==> src/rtl/sync_fifo_pkg.sv <==
`default_nettype none
// ============================================================================
//  Module      : sync_fifo_pkg
//  Description : Shared access-mode encodings and sizing helpers for the
//                flagged synchronous FIFO.
//  Revision    : 1.0 - initial release
// ============================================================================
package sync_fifo_pkg;

    // Access modes, encoded as {write_en, read_en}
    localparam logic [1:0] READ  = 2'b01;
    localparam logic [1:0] WRITE = 2'b10;
    localparam logic [1:0] BOTH  = 2'b11;

    // Occupancy counter must represent 0..depth inclusive
    function automatic int count_width(input int depth);
        return $clog2(depth + 1);
    endfunction

endpackage
`default_nettype wire

==> src/rtl/sync_fifo_flagged_if.sv <==
`default_nettype none
// ============================================================================
//  Module      : sync_fifo_flagged_if
//  Description : Producer/consumer bus of the flagged synchronous FIFO.
//  Revision    : 1.0 - initial release
// ============================================================================
interface sync_fifo_flagged_if
    import sync_fifo_pkg::*;
#(
    parameter int DATA_WIDTH = 32,
    parameter int FIFO_DEPTH = 32
) ();
    localparam int CNT_W = count_width(FIFO_DEPTH);

    logic                  clear_i;
    logic                  write_i;
    logic [DATA_WIDTH-1:0] wr_data_i;
    logic                  read_i;
    logic [DATA_WIDTH-1:0] rd_data_o;
    logic                  full_o;
    logic                  empty_o;
    logic                  almost_full_o;
    logic                  almost_empty_o;
    logic [CNT_W-1:0]      count_o;
    logic                  overflow_o;
    logic                  underflow_o;

    modport master (
        output clear_i, write_i, wr_data_i, read_i,
        input  rd_data_o, full_o, empty_o, almost_full_o, almost_empty_o,
               count_o, overflow_o, underflow_o
    );

    modport slave (
        input  clear_i, write_i, wr_data_i, read_i,
        output rd_data_o, full_o, empty_o, almost_full_o, almost_empty_o,
               count_o, overflow_o, underflow_o
    );
endinterface
`default_nettype wire

==> src/rtl/sync_fifo_ram.sv <==
`default_nettype none
// ============================================================================
//  Module      : sync_fifo_ram
//  Description : FIFO storage; combinational (FWFT) or registered read port.
//  Revision    : 1.0 - initial release
// ============================================================================
module sync_fifo_ram #(
    parameter  int DATA_WIDTH = 32,
    parameter  int FIFO_DEPTH = 32,
    parameter  int FWFT       = 1,
    localparam int ADDR_W     = $clog2(FIFO_DEPTH)
) (
    input  wire logic                  clk,
    input  wire logic                  rst,
    input  wire logic                  i_wr_en,
    input  wire logic [ADDR_W-1:0]     i_wr_addr,
    input  wire logic [DATA_WIDTH-1:0] i_wr_data,
    input  wire logic                  i_rd_en,
    input  wire logic [ADDR_W-1:0]     i_rd_addr,
    output logic      [DATA_WIDTH-1:0] o_rd_data
);
    // Storage is deliberately left out of reset
    logic [DATA_WIDTH-1:0] r_mem [FIFO_DEPTH];

    always_ff @(posedge clk) begin
        if (i_wr_en) begin
            r_mem[i_wr_addr] <= i_wr_data;
        end
    end

    generate
        if (FWFT != 0) begin : g_fwft
            logic w_unused_fwft;
            assign w_unused_fwft = rst | i_rd_en;
            assign o_rd_data     = r_mem[i_rd_addr];
        end else begin : g_std
            logic [DATA_WIDTH-1:0] r_rd_data;
            always_ff @(posedge clk) begin
                if (rst) begin
                    r_rd_data <= '0;
                end else if (i_rd_en) begin
                    r_rd_data <= r_mem[i_rd_addr];
                end
            end
            assign o_rd_data = r_rd_data;
        end
    endgenerate
endmodule
`default_nettype wire

==> src/rtl/sync_fifo_flagged.sv <==
`default_nettype none
// ============================================================================
//  Module      : sync_fifo_flagged
//  Description : Single-clock FIFO with arbitrary depth, occupancy count,
//                threshold flags, sticky error flags and synchronous flush.
//  Revision    : 1.0 - initial release
// ============================================================================
module sync_fifo_flagged
    import sync_fifo_pkg::*;
#(
    parameter int DATA_WIDTH    = 32,
    parameter int FIFO_DEPTH    = 32,
    parameter int FWFT          = 1,
    parameter int AFULL_THRESH  = FIFO_DEPTH - 1,
    parameter int AEMPTY_THRESH = 1
) (
    input wire logic          clk_i,
    input wire logic          rst_i,
    sync_fifo_flagged_if.slave bus
);
    localparam int PTR_W = $clog2(FIFO_DEPTH);
    localparam int CNT_W = count_width(FIFO_DEPTH);

    logic [PTR_W-1:0] r_wr_ptr, r_rd_ptr;
    logic [CNT_W-1:0] r_count;
    logic             r_full, r_empty, r_afull, r_aempty, r_ovf, r_udf;

    logic             w_wr_en, w_rd_en;
    logic [CNT_W-1:0] w_count_next;

    assign w_wr_en = bus.write_i & ~r_full;
    assign w_rd_en = bus.read_i  & ~r_empty;

    always_comb begin
        w_count_next = r_count;
        case ({w_wr_en, w_rd_en})
            WRITE:   w_count_next = r_count + 1'b1;
            READ:    w_count_next = r_count - 1'b1;
            BOTH:    w_count_next = r_count;
            default: w_count_next = r_count;
        endcase
    end

    // Explicit wrap: depth need not be a power of two
    function automatic logic [PTR_W-1:0] ptr_inc(input logic [PTR_W-1:0] p);
        return (p == PTR_W'(FIFO_DEPTH - 1)) ? '0 : p + 1'b1;
    endfunction

    always_ff @(posedge clk_i) begin
        if (rst_i || bus.clear_i) begin
            r_wr_ptr <= '0;
            r_rd_ptr <= '0;
            r_count  <= '0;
            r_full   <= 1'b0;
            r_empty  <= 1'b1;
            r_afull  <= (AFULL_THRESH <= 0);
            r_aempty <= 1'b1;
            r_ovf    <= 1'b0;
            r_udf    <= 1'b0;
        end else begin
            if (w_wr_en) r_wr_ptr <= ptr_inc(r_wr_ptr);
            if (w_rd_en) r_rd_ptr <= ptr_inc(r_rd_ptr);
            r_count  <= w_count_next;
            r_full   <= (w_count_next == CNT_W'(FIFO_DEPTH));
            r_empty  <= (w_count_next == '0);
            r_afull  <= (w_count_next >= CNT_W'(AFULL_THRESH));
            r_aempty <= (w_count_next <= CNT_W'(AEMPTY_THRESH));
            if (bus.write_i && r_full)  r_ovf <= 1'b1;
            if (bus.read_i  && r_empty) r_udf <= 1'b1;
        end
    end

    sync_fifo_ram #(
        .DATA_WIDTH (DATA_WIDTH),
        .FIFO_DEPTH (FIFO_DEPTH),
        .FWFT       (FWFT)
    ) u_ram (
        .clk       (clk_i),
        .rst       (rst_i),
        .i_wr_en   (w_wr_en & ~bus.clear_i & ~rst_i),
        .i_wr_addr (r_wr_ptr),
        .i_wr_data (bus.wr_data_i),
        .i_rd_en   (w_rd_en & ~bus.clear_i),
        .i_rd_addr (r_rd_ptr),
        .o_rd_data (bus.rd_data_o)
    );

    assign bus.full_o         = r_full;
    assign bus.empty_o        = r_empty;
    assign bus.almost_full_o  = r_afull;
    assign bus.almost_empty_o = r_aempty;
    assign bus.count_o        = r_count;
    assign bus.overflow_o     = r_ovf;
    assign bus.underflow_o    = r_udf;
endmodule
`default_nettype wire
==> src/flat_wrapper.sv <==
// flat-port wrapper written by rule: the top's interface ports become plain ports
module sync_fifo_flagged_flat import sync_fifo_pkg::*;
#(
    parameter int DATA_WIDTH    = 32,
    parameter int FIFO_DEPTH    = 32,
    parameter int FWFT          = 1,
    parameter int AFULL_THRESH  = FIFO_DEPTH - 1,
    parameter int AEMPTY_THRESH = 1
)
  (clk_i, rst_i, bus_clear_i, bus_write_i, bus_wr_data_i, bus_read_i, bus_rd_data_o, bus_full_o, bus_empty_o, bus_almost_full_o, bus_almost_empty_o, bus_count_o, bus_overflow_o, bus_underflow_o);
  sync_fifo_flagged_if #(.DATA_WIDTH(DATA_WIDTH), .FIFO_DEPTH(FIFO_DEPTH)) bus_i ();
  input wire logic clk_i;
  input wire logic rst_i;
  input wire logic [$bits(bus_i.clear_i)-1:0] bus_clear_i;
  input wire logic [$bits(bus_i.write_i)-1:0] bus_write_i;
  input wire logic [$bits(bus_i.wr_data_i)-1:0] bus_wr_data_i;
  input wire logic [$bits(bus_i.read_i)-1:0] bus_read_i;
  output wire logic [$bits(bus_i.rd_data_o)-1:0] bus_rd_data_o;
  output wire logic [$bits(bus_i.full_o)-1:0] bus_full_o;
  output wire logic [$bits(bus_i.empty_o)-1:0] bus_empty_o;
  output wire logic [$bits(bus_i.almost_full_o)-1:0] bus_almost_full_o;
  output wire logic [$bits(bus_i.almost_empty_o)-1:0] bus_almost_empty_o;
  output wire logic [$bits(bus_i.count_o)-1:0] bus_count_o;
  output wire logic [$bits(bus_i.overflow_o)-1:0] bus_overflow_o;
  output wire logic [$bits(bus_i.underflow_o)-1:0] bus_underflow_o;
  assign bus_i.clear_i = bus_clear_i;
  assign bus_i.write_i = bus_write_i;
  assign bus_i.wr_data_i = bus_wr_data_i;
  assign bus_i.read_i = bus_read_i;
  assign bus_rd_data_o = bus_i.rd_data_o;
  assign bus_full_o = bus_i.full_o;
  assign bus_empty_o = bus_i.empty_o;
  assign bus_almost_full_o = bus_i.almost_full_o;
  assign bus_almost_empty_o = bus_i.almost_empty_o;
  assign bus_count_o = bus_i.count_o;
  assign bus_overflow_o = bus_i.overflow_o;
  assign bus_underflow_o = bus_i.underflow_o;
  sync_fifo_flagged #(.DATA_WIDTH(DATA_WIDTH), .FIFO_DEPTH(FIFO_DEPTH), .FWFT(FWFT), .AFULL_THRESH(AFULL_THRESH), .AEMPTY_THRESH(AEMPTY_THRESH)) u_core (.clk_i(clk_i), .rst_i(rst_i), .bus(bus_i));
endmodule
==> config.mk <==
export PLATFORM = sky130hd
export DESIGN_NAME = sync_fifo_flagged_flat
export DESIGN_NICKNAME = d
export VERILOG_FILES = /design/src/rtl/sync_fifo_pkg.sv /design/src/rtl/sync_fifo_flagged_if.sv /design/src/rtl/sync_fifo_ram.sv /design/src/rtl/sync_fifo_flagged.sv /design/src/flat_wrapper.sv
export SDC_FILE = /design/constraint.sdc
export NUM_CORES = 1
export LEC_CHECK = 0
export ABC_AREA = 1
export ABC_CLOCK_PERIOD_IN_PS = 4150
export BUFFER_PORTS_ARGS = -buffer_cell sky130_fd_sc_hd__buf_2
export CORE_AREA = 2 2 383 385
export CTS_CLUSTER_DIAMETER = 80
export DETAILED_ROUTE_END_ITERATION = 8
export DIE_AREA = 0 0 385 387
export PLACE_DENSITY = 0.54
export SLEW_MARGIN = 0
export SYNTH_ARGS = -nofsm -noshare
export SYNTH_HDL_FRONTEND = slang
export SYNTH_HIERARCHICAL = 1
export SYNTH_SLANG_ARGS = --single-unit
==> constraint.sdc <==
create_clock -name clk_i -period 4.15 [get_ports clk_i]
set_input_delay 0.6225 -clock clk_i [delete_from_list [all_inputs] [get_ports clk_i]]
set_output_delay 0.6225 -clock clk_i [all_outputs]
set_load 0.01 [all_outputs]
Word level (Yosys, flattened, before mapping)

Memories as Yosys holds them, arrays and structs flattened. A register that Yosys moved wholly into a read port is not among the register bits.
Cells that the tools add are included.

Memories: 1
Logic and storage cells: 40
Bits in writable memories: 1024
Output and inout port bits: 44
Register bits: 22
Input port bits: 37

Memory list:

| name               | words | bits a word | read ports | clocked after memory_dff | write ports | RTL line            | source |
|---|---|---|---|---|---|---|---|
| u_core.u_ram.r_mem | 32    | 32          | 1          | 1                        | 1           | sync_fifo_ram.sv:23 | `logic [DATA_WIDTH-1:0] r_mem [FIFO_DEPTH];` |

Multiplexer cells: 7
Equal/unequal tests: 5
$lt $le $gt $ge: 2
Bitwise logic cells: 8
Add/subtract/negate cells: 4
Reduce and logical (&&, ||, !) cells: 4

Operators with widths:

| kind                  | count |
|---|---|
| $mux W5               | 4 |
| $pmux W6 S2           | 1 |
| $add A5 B1 Y5 const B | 2 |
| $eq A5 B5 Y1 const B  | 2 |
| $add A6 B1 Y6 const B | 1 |
| $eq A6 B6 Y1 const B  | 1 |
| $ge A6 B5 Y1 const B  | 1 |
| $le A6 B1 Y1 const B  | 1 |
| $logic_not A6 Y1      | 1 |
| $sub A6 B1 Y6 const B | 1 |
| $and A1 B1 Y1         | 4 |
| $not A1 Y1            | 4 |
| $eq A2 B1 Y1 const B  | 1 |
| $eq A2 B2 Y1 const B  | 1 |
| $logic_and A1 B1 Y1   | 2 |
| $mux W1               | 2 |
| $logic_or A1 B1 Y1    | 1 |

Depth between registers and ports, before layout

Depth in word-level cells: 6
Depth in mapped cells: 20

Modules after synthesis

Netlist, hierarchy kept.

By module, submodules not included:

| module            | cells an instance | area each (µm²) | instances |
|---|---|---|---|
| sync_fifo_ram     | 3504              | 41765.1         | 1 |
| sync_fifo_flagged | 197               | 1346.3          | 1 |

Worst setup path before layout

OpenSTA, ideal clock, no wires.

Path kind: input port to flip-flop
Start point: input bus_write_i
End point: memory u_core.u_ram.r_mem[31][0] (enable)
Path buffers: 0
Setup time: 0.421 ns
Arrival: 2.907 ns
Stages: 6
Path slack: 0.822 ns
Cell sequence: inv_1 -> nor2_1 -> inv_1 -> nor2_1 -> nand3_1 -> nor2_1

Longest elaborated chain between the ends: 5

Ends and longest elaborated chain:

| what                          | RTL line                | source |
|---|---|---|
| start, declared               | flat_wrapper.sv:15      | `input wire logic [$bits(bus_i.write_i)-1:0] bus_write_i;` |
| $and A1 B1 Y1                 | sync_fifo_flagged.sv:31 | `assign w_wr_en = bus.write_i & ~r_full;` |
| $and A1 B1 Y1 (2 in a row)    | sync_fifo_flagged.sv:80 | `.i_wr_en (w_wr_en & ~bus.clear_i & ~rst_i),` |
| $mux W1                       | sync_fifo_ram.sv:26     | `if (i_wr_en) begin` |
| $mux W1 (implied by the code) | sync_fifo_ram.sv:27     | `r_mem[i_wr_addr] <= i_wr_data;` |
| end, declared                 | sync_fifo_ram.sv:23     |  |

No other way between the ends.

==> impl.org <==
** STA
- After routing, the total negative slack on setup checks comes to 0 ps.
- FMAX :: 261 MHz
- Setup violations remaining at the end of the flow were counted as 0.
- Setup repair after global routing left no endpoint under its margin.
- The worst pin sits at a relative slew slack of 22.8%.
- Worst Setup Slack, final :: 317 ps
- Worst clock skew :: 53.4 ps
- Final hold violations :: 0
- The final number of max-transition violations is 0.
- Of the available clock period, the critical path in the final layout requires 92.4%.
- Slew of the pin with the lowest slew margin :: 1160 ps
- After layout, the minimum clock period comes to 3830 ps.

** Global route
- The number of global-route vias before repair came to 26.7k.
- Aggregate global-route resource usage :: 15.9%
- Gr ovfl total :: 0
- Initial antenna violation count :: 10
- The first global-routing pass estimated 178 mm of wire.
- Pin count of the biggest net entering global routing :: 162

** Drt
- Routed vias :: 27.7k
- Signal routing reaches up to met5.
- Vias/cell :: 4.81
- The detail route stage leaves a number of antenna-violating nets equal to 0.
- Met2 wirelength from detailed routing :: 57.4 mm
- After detailed routing, the total wire length is 120 mm.
- Summed over all nets, wire length on met3 after detailed routing comes to 6.34 mm.
- Dividing the detail-routed wire length by the instance count gives 20.8 um.
- For this run, the detailed router's first-pass iteration total came to 5.
- For this run, design rule violations remaining after detail routing come to 0.
- The detailed router finished its first iteration with 2,619 violations.
- Sum of routed wire segments on met1 :: 52.5 mm

** Clock network
- Clock-pin slew was measured on the worst setup and hold paths at 50 ps.
- Clock latency at the later pin of the worst-skew pair :: 740 ps
- The H-tree was split into 3 levels.
- For this design, the CTS-stage hold fixing added 0 buffers.
- CTS Buf Count :: 105
- Clock sink total :: 1,046
- CTS placed an instance of sky130_fd_sc_hd__clkbuf_16 at the clock tree root.
- Gates resized during post-CTS repair numbered 0.
- TritonCTS built the clock tree.
- The number of setup buffers added after CTS is 0.
- Clock Path Buffers :: 3

** Worst setup path
- Crit path kind :: reg2out
- Data required time at the worst endpoint :: 3530 ps
- The worst register-to-register path begins at u_core/bus.full_o.
- For flop-to-flop paths, the worst setup slack is 1260 ps.
- Delay contributed by the slowest stage of the critical path :: 590 ps
- CP Launch Type :: register
- In this run the critical register-to-register path is captured at u_core/u_ram/r_mem[0][31].
- In this design, the critical path's most frequently occurring cell is sky130_fd_sc_hd__nand2_1.
- The critical path goes through buf_12 -> nand2_1 -> nand3_1 -> nand3_1 -> nand2_1 -> nand2_1 -> nand2_1 -> nand2_1 -> nand2_1 -> buf_2.
- Critical path fanouts, max :: 161
- Depth of the worst register-to-register path :: 7
- The worst setup path is captured at a primary output.
- For the worst setup path, the data arrival time is 3210 ps.
- On the critical path, the stage with the largest delay is an instance of sky130_fd_sc_hd__dfxtp_4.

** Floorplan
- Number of core rows :: 140
- I/O pins :: 81
- The floorplan step defined a die boundary enclosing 0.149 mm^2.
- The floorplan step set the die width to 385 um.
- Height of the die :: 387 um
- Initial Utilization :: 29.8%
- Core area :: 0.145 mm^2

** Cells and area
- Final net count :: 3,805
- Area added between synthesis and finish :: 13.5%
- Share of final-layout standard cells stronger than drive strength 1 :: 9.96%

** Place
- At the end of routability-driven placement, the weighted congestion stood at 0.756.
- Post-Place Setup Slack :: 851 ps
- Detailed placement finished with a half-perimeter wire length of 62.6 mm.
- Number of port buffers :: 80

** Power
- Of the total power, the share spent switching nets is 21.7%.
- Overall power of the completed layout :: 0.0216 W
- The internal portion of the total power is 0.0169 W.
- Across the VDD grid, the largest voltage drop is 0.000329 V.
- In this run the static leakage power is 17.5 nW.
- Combinational logic is responsible for 3.6% of the overall power.
- Net Switching :: 0.00468 W
- Clock network power share :: 42.5%
- In this run the power density over the cells is 441 mW/mm^2.
- Registers are responsible for 53.9% of the overall power.

** Yosys
- In the synthesized netlist, the number of instances is 3,700.
- Net count of the mapped netlist :: 3,744
- Combined area of all synthesized cells :: 0.0431 mm^2
- Warnings from Yosys :: 6
- Syn avg cell area :: 11.7 um^2

** Min path
- Origin of the worst min-delay path :: bus_read_i
- Destination of the worst hold path :: u_core/bus.underflow_o
- Counting instances, the worst hold path has a depth of 5.
- The tightest min-delay check is of the in2reg type.

** Run status
- The run finished with clean final reports.

** Job
- The tool flagged a number of max-cap violations equal to 0.
## critical path, delay by kind of cell (launching register included)
kind | cells | cell delay, ps
buffers and inverters | 2 | 670
flip-flops | 1 | 590
AND/OR/NAND/NOR | 8 | 960
## state kept, by name (all words and copies together), names as in the netlist
register	count
u_core/bus.almost_empty_o	1
u_core/bus.underflow_o	1
u_core/bus.overflow_o	1
u_core/bus.full_o	1
u_core/r_rd_ptr	5
u_core/bus.empty_o	1
u_core/bus.count_o	6
u_core/bus.almost_full_o	1
u_core/r_wr_ptr	5
u_core/u_ram/r_mem	1024
## routing by layer
| metal | up-vias | global-route usage (%) |
|---|---|---|
| met5 | - | 0 |
| met4 | 14 | 5.50 |
| met3 | 212 | 2.22 |
| met2 | 799 | 26.1 |
| met1 | 13700 | 21.4 |
| li1 | 13000 | - |
## power groups by stage
| stage | registers [W] | logic, W | clock network [W] |
|---|---|---|---|
| 3_3_place_gp | 0.0119 | 0.000773 | 0 |
| 3_5_place_dp | 0.0119 | 0.000779 | 0 |
| 5_1_grt | 0.0116 | 0.000860 | 0.00975 |
| 2_1_floorplan | 0.0119 | 0.000443 | 0 |
| 6_report | 0.0116 | 0.000769 | 0.00917 |
| 4_1_cts | 0.0116 | 0.000781 | 0.00935 |
## worst max path at each step
stage | startpoint | endpoint | slack, ps | cells after the start
6_report | u_core/r_rd_ptr[0] | bus_rd_data_o[13] | 320 | 10
5_1_grt | u_core/r_rd_ptr[0] | bus_rd_data_o[26] | 180 | 11
4_1_cts | u_core/r_rd_ptr[0] | bus_rd_data_o[26] | 290 | 11
3_5_place_dp | bus_write_i | u_core/u_ram/r_mem[0][20] | 850 | 9
3_3_place_gp | bus_write_i | u_core/u_ram/r_mem[0][24] | 890 | 9
2_1_floorplan | bus_write_i | u_core/u_ram/r_mem[31][0] | 820 | 6
## per-stage QoR
stage	area, um^2	cells	hold slack, ps	util, %
after floorplan	43100	3700	505	-
after global placement	45600	5571	459	31.5
after detailed placement	45600	5571	464	31.5
after CTS	48900	5764	206	33.8
after global routing	48900	5764	265	33.8
final	48900	5765	255	33.8
## area by class of cell
cell class,count,area (um^2)
Antenna cell,1,2.50
Clock buffer,127,2750
Clock inverter,66,537
Fill cell,14300,95900
Inverter,45,206
Multi-Input combinational cell,2388,10400
Sequential cell,1046,31200
Tap cell,1917,2400
Timing Repair Buffer,175,1410
## cells in the final DEF, fill, tap and decap left out, drive strengths merged
cell type and count:
nand2 1496, nand3 799, clkinv 57, o21ai 10, edfxtp 1024, bufinv 6, ha 7, xor2 3
buf 175, nor2 63, xnor2 3, diode 1, nor3 2, clkinvlp 2, a21oi 3, nand4 2
inv 46, dfxtp 22, clkbuf 127
Power figures use the tool's default switching activity.
